File: src/rtl/can_ifc_wb_multi.sv
// ---------------------------------------------------------------------------
// can_ifc_wb_multi : Wishbone classic slave fanning out to NUM_CH CAN register
// banks, with global IRQ pending/mask and per-channel reset registers. Rev 1.0
// ---------------------------------------------------------------------------
`default_nettype none

module can_ifc_wb_multi #(
  parameter int NUM_CH = 4,
  parameter int CH_W   = 2,
  parameter int RD_LAT = 2
) (
  input  logic                   clk_i,
  input  logic                   rst_i,
  input  logic [CH_W+8:0]        wb_adr_i,
  input  logic [7:0]             wb_dat_i,
  output logic [7:0]             wb_dat_o,
  input  logic                   wb_cyc_i,
  input  logic                   wb_stb_i,
  input  logic                   wb_we_i,
  output logic                   wb_ack_o,
  output logic [NUM_CH-1:0]      reg_re_o,
  output logic [NUM_CH-1:0]      reg_we_o,
  output logic [NUM_CH-1:0]      reg_rst_o,
  output logic [7:0]             reg_addr_o,
  output logic [7:0]             reg_data_in_o,
  input  logic [NUM_CH*8-1:0]    reg_data_out_i,
  input  logic [NUM_CH-1:0]      irq_on_i,
  output logic                   irq_on_o
);

  typedef enum logic [1:0] {S_IDLE = 2'd0, S_ACC = 2'd1, S_WAIT = 2'd2, S_ACK = 2'd3} state_t;

  localparam int WAIT_INIT = (RD_LAT > 1) ? RD_LAT - 2 : 0;

  state_t              state_q, state_d;
  logic [1:0]          cnt_q, cnt_d;
  logic                glob_q, glob_d;
  logic                we_q, we_d;
  logic [CH_W-1:0]     ch_q, ch_d;
  logic [7:0]          addr_q, addr_d;
  logic [7:0]          wdat_q, wdat_d;
  logic [7:0]          rdat_q, rdat_d;
  logic                ack_q, ack_d;
  logic [NUM_CH-1:0]   re_q, re_d;
  logic [NUM_CH-1:0]   wstb_q, wstb_d;
  logic [NUM_CH-1:0]   mask_q, mask_d;
  logic [NUM_CH-1:0]   chrst_q, chrst_d;
  logic                irq_q, irq_d;

  logic                accept;
  logic                mapped;
  logic [NUM_CH-1:0]   pend;
  logic [7:0]          ch_rdata;
  logic [7:0]          glob_rdata;

  assign pend   = ~irq_on_i;
  assign accept = (state_q == S_IDLE) && wb_cyc_i && wb_stb_i;
  assign mapped = !glob_q && (int'(ch_q) < NUM_CH);

  // Unmapped channel indices fall through every compare and read as zero.
  always_comb begin
    ch_rdata = 8'h00;
    for (int c = 0; c < NUM_CH; c++) begin
      if (ch_q == CH_W'(c)) ch_rdata = reg_data_out_i[8*c +: 8];
    end
  end

  always_comb begin
    case (addr_q)
      8'h00:   glob_rdata = 8'(pend);
      8'h01:   glob_rdata = 8'(mask_q);
      8'h02:   glob_rdata = 8'(chrst_q);
      default: glob_rdata = 8'h00;
    endcase
  end

  always_comb begin
    state_d = state_q;
    cnt_d   = cnt_q;
    glob_d  = glob_q;
    we_d    = we_q;
    ch_d    = ch_q;
    addr_d  = addr_q;
    wdat_d  = wdat_q;
    rdat_d  = rdat_q;
    ack_d   = 1'b0;
    re_d    = '0;
    wstb_d  = '0;
    mask_d  = mask_q;
    chrst_d = chrst_q;
    irq_d   = ~|(pend & mask_q);
    case (state_q)
      S_IDLE: begin
        if (accept) begin
          state_d = S_ACC;
          glob_d  = wb_adr_i[CH_W+8];
          ch_d    = wb_adr_i[CH_W+7:8];
          addr_d  = wb_adr_i[7:0];
          wdat_d  = wb_dat_i;
          we_d    = wb_we_i;
          for (int c = 0; c < NUM_CH; c++) begin
            if (!wb_adr_i[CH_W+8] && (wb_adr_i[CH_W+7:8] == CH_W'(c))) begin
              re_d[c]   = !wb_we_i;
              wstb_d[c] = wb_we_i;
            end
          end
        end
      end
      S_ACC: begin
        if (!wb_cyc_i) begin
          state_d = S_IDLE;
        end else if (we_q) begin
          if (glob_q) begin
            case (addr_q)
              8'h01:   mask_d  = wdat_q[NUM_CH-1:0];
              8'h02:   chrst_d = wdat_q[NUM_CH-1:0];
              default: ;
            endcase
          end
          state_d = S_ACK;
          ack_d   = 1'b1;
        end else if (mapped && (RD_LAT > 1)) begin
          state_d = S_WAIT;
          cnt_d   = 2'(WAIT_INIT);
        end else begin
          rdat_d  = glob_q ? glob_rdata : ch_rdata;
          state_d = S_ACK;
          ack_d   = 1'b1;
        end
      end
      S_WAIT: begin
        if (!wb_cyc_i) begin
          state_d = S_IDLE;
        end else if (cnt_q == 2'd0) begin
          rdat_d  = ch_rdata;
          state_d = S_ACK;
          ack_d   = 1'b1;
        end else begin
          cnt_d = cnt_q - 2'd1;
        end
      end
      default: state_d = S_IDLE;
    endcase
  end

  always_ff @(posedge clk_i or negedge rst_i) begin
    if (!rst_i) begin
      state_q <= S_IDLE;
      cnt_q   <= 2'd0;
      glob_q  <= 1'b0;
      we_q    <= 1'b0;
      ch_q    <= '0;
      addr_q  <= 8'h00;
      wdat_q  <= 8'h00;
      rdat_q  <= 8'h00;
      ack_q   <= 1'b0;
      re_q    <= '0;
      wstb_q  <= '0;
      mask_q  <= '1;
      chrst_q <= '0;
      irq_q   <= 1'b1;
    end else begin
      state_q <= state_d;
      cnt_q   <= cnt_d;
      glob_q  <= glob_d;
      we_q    <= we_d;
      ch_q    <= ch_d;
      addr_q  <= addr_d;
      wdat_q  <= wdat_d;
      rdat_q  <= rdat_d;
      ack_q   <= ack_d;
      re_q    <= re_d;
      wstb_q  <= wstb_d;
      mask_q  <= mask_d;
      chrst_q <= chrst_d;
      irq_q   <= irq_d;
    end
  end

  assign wb_ack_o      = ack_q;
  assign wb_dat_o      = rdat_q;
  assign reg_re_o      = re_q;
  assign reg_we_o      = wstb_q;
  assign reg_addr_o    = addr_q;
  assign reg_data_in_o = wdat_q;
  assign irq_on_o      = irq_q;
  // Channels are held in reset for as long as the interface itself is.
  assign reg_rst_o     = chrst_q | {NUM_CH{~rst_i}};

endmodule

`default_nettype wire

File: config.mk
export PLATFORM = sky130hd
export DESIGN_NAME = can_ifc_wb_multi
export DESIGN_NICKNAME = d
export VERILOG_FILES = /design/src/rtl/can_ifc_wb_multi.sv
export SDC_FILE = /design/constraint.sdc
export NUM_CORES = 1
export LEC_CHECK = 0
export CAP_MARGIN = 20
export CORE_MARGIN = 10
export CORE_UTILIZATION = 43
export CTS_CLUSTER_DIAMETER = 100
export CTS_CLUSTER_SIZE = 28
export DETAILED_ROUTE_END_ITERATION = 12
export PLACE_DENSITY_LB_ADDON = 0.05
export SYNTH_ARGS = -nofsm -noshare
export SYNTH_HDL_FRONTEND = slang
export SYNTH_SLANG_ARGS = --single-unit
export TNS_END_PERCENT = 100
File: constraint.sdc
create_clock -name clk_i -period 2.05 [get_ports clk_i]
set_input_delay 0.615 -clock clk_i [delete_from_list [all_inputs] [get_ports clk_i]]
set_output_delay 0.615 -clock clk_i [all_outputs]
set_load 0.05 [all_outputs]
# Word level (Yosys, flattened, before mapping)
# Index checks and enable logic that the tools add are counted.
# word_totals
ff_bits,50
elab_cells,102
out_inout_bits,38
# op_classes
bitwise_logic,4
eq_ne,19
n_mux,42
n_addsub,1
n_reduce_logical,22
# ops
cell,count
$mux W8,9
$mux W2,9
$mux W4,4
$ne A2 B2 Y1 const B,8
$pmux W8 S2,1
$mux W1,15
$pmux W4 S3,1
$reduce_and A6 Y1,2
$eq A2 B2 Y1 const B,5
$reduce_and A5 Y1,2
$eq A8 B1 Y1 const B,1
$eq A8 B2 Y1 const B,1
$logic_not A2 Y1,4
$logic_not A8 Y1,1
$eq A2 B1 Y1 const B,3
$logic_and A1 B1 Y1,6
$pmux W2 S3,1
$and A4 B4 Y4,1
$not A4 Y4,1
$or A4 B4 Y4,1
$pmux W2 S2,1
$reduce_and A2 Y1,2
$reduce_or A4 Y1,1
$logic_not A1 Y1,3
other kinds (5),5

# Logic depth before layout (Yosys ltp)
# depth
word_depth,8
mapped_depth,7
depth_no_buf,6

# Worst setup path before layout
# Ideal clock, no wire load.
# synth_path
path_type,flip-flop to flip-flop
from,register addr_q[5] (netlist: reg_addr_o[5])
to,register mask_q[0]
path_slack_ns,0.059
stages_incl_launch_ff,5
period_less_slack_ns,1.991
required_ns,1.968
path_buffers,0
t_arrival_ns,1.908
path_cell_list,dfrtp_1 -> or4_4 -> nor4_2 -> nand3b_1 -> mux2_2
# synth_between
elab_chain_cells,2
# synth_rtl
item,line_no,source
start: declaration,40,"logic [7:0] addr_q, addr_d;"
start signal: assignment,168,addr_q <= addr_d;
$eq A8 B1 Y1,114,case (addr_q)
$reduce_and A5 Y1 (no line),--,
end signal: assignment,174,mask_q <= mask_d;
end: declaration,46,"logic [NUM_CH-1:0] mask_q, mask_d;"
# No other way between the ends.
# A chain may end at the register's enable or synchronous reset.

# Final worst setup path
# layout_path
from,register addr_q[5] (netlist: reg_addr_o[5])
to,register mask_q[2]
# Same word-level chain as after synthesis.

==> flow_summary.json <==
{
  "status": "finished, final reports clean",
  "ys_types": 35,
  "synthCells": 210,
  "cap_violations": 0,
  "fin_crit_sh": 0.933,
  "ys_seq_area_frac": 0.519,
  "clock-root-buffer": "clkbuf_8",
  "drt-wirelength-per-cell_um": 16.7,
  "coreArea_um2": 5470,
  "crit_type": "flip-flop to flip-flop",
  "drt_iter0_drc": 66,
  "grt_use_total": 0.146,
  "max_freq_ghz": 0.523,
  "insertedDiodeCount": 0,
  "die_y_um": 95.0,
  "worstHoldPathType": "input port to asynchronous set/reset pin",
  "numPortBuffers": 97,
  "yosys-top-cells-count": "dfrtp_1 (45), mux2_2 (27), inv_1 (19), nand2_1 (19), nor2_1 (12)",
  "synthArstFlopShare": 1.00,
  "slew_headroom": 0.639,
  "finClkSkew_ps": 12.5,
  "worst_pin_slew_ps": 542,
  "power_density_nw_per_um2": 1410,
  "syn_area_um2": 2420,
  "post_cts_resized": 0,
  "setup_viol_count_final": 0,
  "rows": 27,
  "yosys-top-cells-area": "dfrtp_1 (47%), mux2_2 (13%), mux4_2 (7.4%)",
  "r2r_start": "reg_addr_o[5]$_DFFE_PN0P_",
  "post_cts_buffers": 0,
  "grt-ovfl-total": 0,
  "num-nets-final": 379,
  "crit_chain": "or4_4, nor4_2, nand3b_1, mux2_2",
  "p_clk_frac": 0.122,
  "p_leak_uw": 0.00155,
  "hold_buffers": 0,
  "ir_drop_mv": 0.940,
  "io_pins": 98,
  "initial_core_util": 0.442,
  "netSwitchingPower_uw": 2290,
  "rsz0062_at_grt": "false",
  "p_int_uw": 2680,
  "cp-start-kind": "flip-flop",
  "crit_arrival_ps": 2150,
  "synth_most_common_cell": "dfrtp_1",
  "vias_per_cell": 5.07,
  "final_cells": 387,
  "seqPwrFrac": 0.341,
  "final_hold_viol_count": 0,
  "worstPathRequired_ps": 2290,
  "pwr-share-comb": 0.537,
  "synth_enable_flop_cells": 0,
  "grt_pass1_vias": 1995,
  "syn_nets": 275,
  "worstSkewPairLatency_ps": 310,
  "startpoint": "reg_addr_o[5]$_DFFE_PN0P_",
  "grt_pass1_wl_um": 10400,
  "crit_family": "simple AND/OR/NAND/NOR gates",
  "reg2reg_slack_ps": 140,
  "wl_um": 6480,
  "gp_congestion": 0.800,
  "drc": 0,
  "drt_pass1_iterations": 4,
  "slew_viol_final": 0,
  "drtAntennaViolNets": 0,
  "synth-seq-cells": 50,
  "fin_crit_ps": 1910,
  "placed_area_um2": 3440,
  "clockBufferDepth": 2,
  "dp_cells": 379,
  "cpPeakStageDelay_ps": 560,
  "clk_pin_slew_ps": 90,
  "syn2layout_area_growth_pct": 46.0,
  "die_w_um": 95.0,
  "synth_top_area_frac": 0.465,
  "cts_tree": "yes",
  "p_sw_frac": 0.461,
  "dieArea_um2": 9030,
  "worst-path-max-fanout": 4,
  "synth-main-ff-cell": "dfrtp_1",
  "avgSynthCellArea_um2": 11.5,
  "grt_max_degree": 31,
  "cp_num_buf_inv": 0,
  "numCtsBuffers": 5,
  "vias": 1964,
  "fin_area_um2": 3530,
  "clock-sinks": 50,
  "h-tree-depth": 2,
  "cp-end-kind": "flip-flop",
  "synth_top_area_cell": "dfrtp_1",
  "ys.warnings.count": 0,
  "cp_slowest_cell": "or4_4",
  "antenna_found_initial": 0,
  "drive_above_1_share": 0.314,
  "dpl.hpwl_um": 5220
}
-- through the flow --
step | setup slack [ps] | hold WS, ps | setup TNS, ps | total power (uW) | utilization
final | 137 | 352 | 0 | 4970 | 0.646
after global routing | 13.8 | 370 | 0 | 5280 | 0.646
after CTS | 98.8 | 351 | 0 | 5020 | 0.646
after detailed placement | -131 | 495 | -962 | 4420 | 0.628
after global placement | -87.6 | 490 | -638 | 4390 | 0.628
after floorplan | 59.4 | 319 | 0 | 3470 | -
-- cell type report --
| type | count | area [um^2] |
|---|---|---|
| clock buffer | 6 | 82.6 |
| clock inverter | 2 | 12.5 |
| sequential | 50 | 1260 |
| tap | 72 | 90.1 |
| fill | 472 | 1940 |
| multi-input combinational | 132 | 1060 |
| timing repair buffer | 106 | 963 |
| inverter | 19 | 71.3 |
-- worst register-to-register path, cell delays in order, from the launching register on --
cell      delay [ps]
dfrtp_1          400
or4_4            560
nor4_2           340
nand3b_1         220
mux2_2           330
-- metal layers --
layer	up-vias	wire, um	track usage
met5	-	0	0
met4	0	88	0.0461
li1	951	-	-
met2	51	3350	0.245
met3	7	377	0.0495
met1	955	2670	0.173
-- layout by cell type, fill, tap and decap left out, types with 3 or more instances in the layout --
cell	count
nand2_1	19
o21ai_0	10
inv_1	19
clkdlybuf4s50_1	58
dfrtp_1	45
mux2_2	27
nor2_1	12
ha_1	5
clkbuf_8	6
buf_4	45
a21oi_1	4
nand3_1	7
mux4_2	8
nor2b_1	7
nor3_1	5
nand3b_1	3
dfstp_2	5
-- power by group through the flow --
stage | sequential, uW | combinational, uW | clock [uW]
2_1_floorplan | 2430 | 1040 | 0
3_3_place_gp | 1710 | 2670 | 0
3_5_place_dp | 1730 | 2690 | 0
4_1_cts | 1710 | 2700 | 620
5_1_grt | 1770 | 2860 | 655
6_report | 1690 | 2670 | 607
-- cells by family (layout without fill, tap and decap cells) --
group | count (synthesis) | after routing | synth area share
AOI/OAI and AO/OA | 30 | 30 | 0.0811
adders and majority gates | 5 | 5 | 0.0258
buffers and inverters | 28 | 133 | 0.0439
DFF | 50 | 50 | 0.519
muxes | 35 | 35 | 0.200
and+or+nand+nor | 62 | 62 | 0.130
-- flip-flops by register name, summed over array words and instances, names as in the netlist, 2 cells and up --
register       flops
reg_data_in_o      8
reg_re_o           4
mask_q             4
reg_we_o           4
chrst_q            4
cnt_q              2
ch_q               2
wb_dat_o           8
reg_addr_o         8
state_q            2
-- path summary, 6_finish.rpt --
kind | end | cells past startpoint
max in group asynchronous | wb_dat_o[1]$_DFFE_PN0P_ | 2
min in group clk_i | reg_data_in_o[4]$_DFFE_PN0P_ | 1
max | mask_q[2]$_DFFE_PN1P_ | 4
min | chrst_q[1]$_DFFE_PN0P_ | 2
min reg2reg | reg_data_in_o[4]$_DFFE_PN0P_ | 1
max reg2reg | mask_q[2]$_DFFE_PN1P_ | 4
Note: power is estimated with default switching activity, not from simulation.
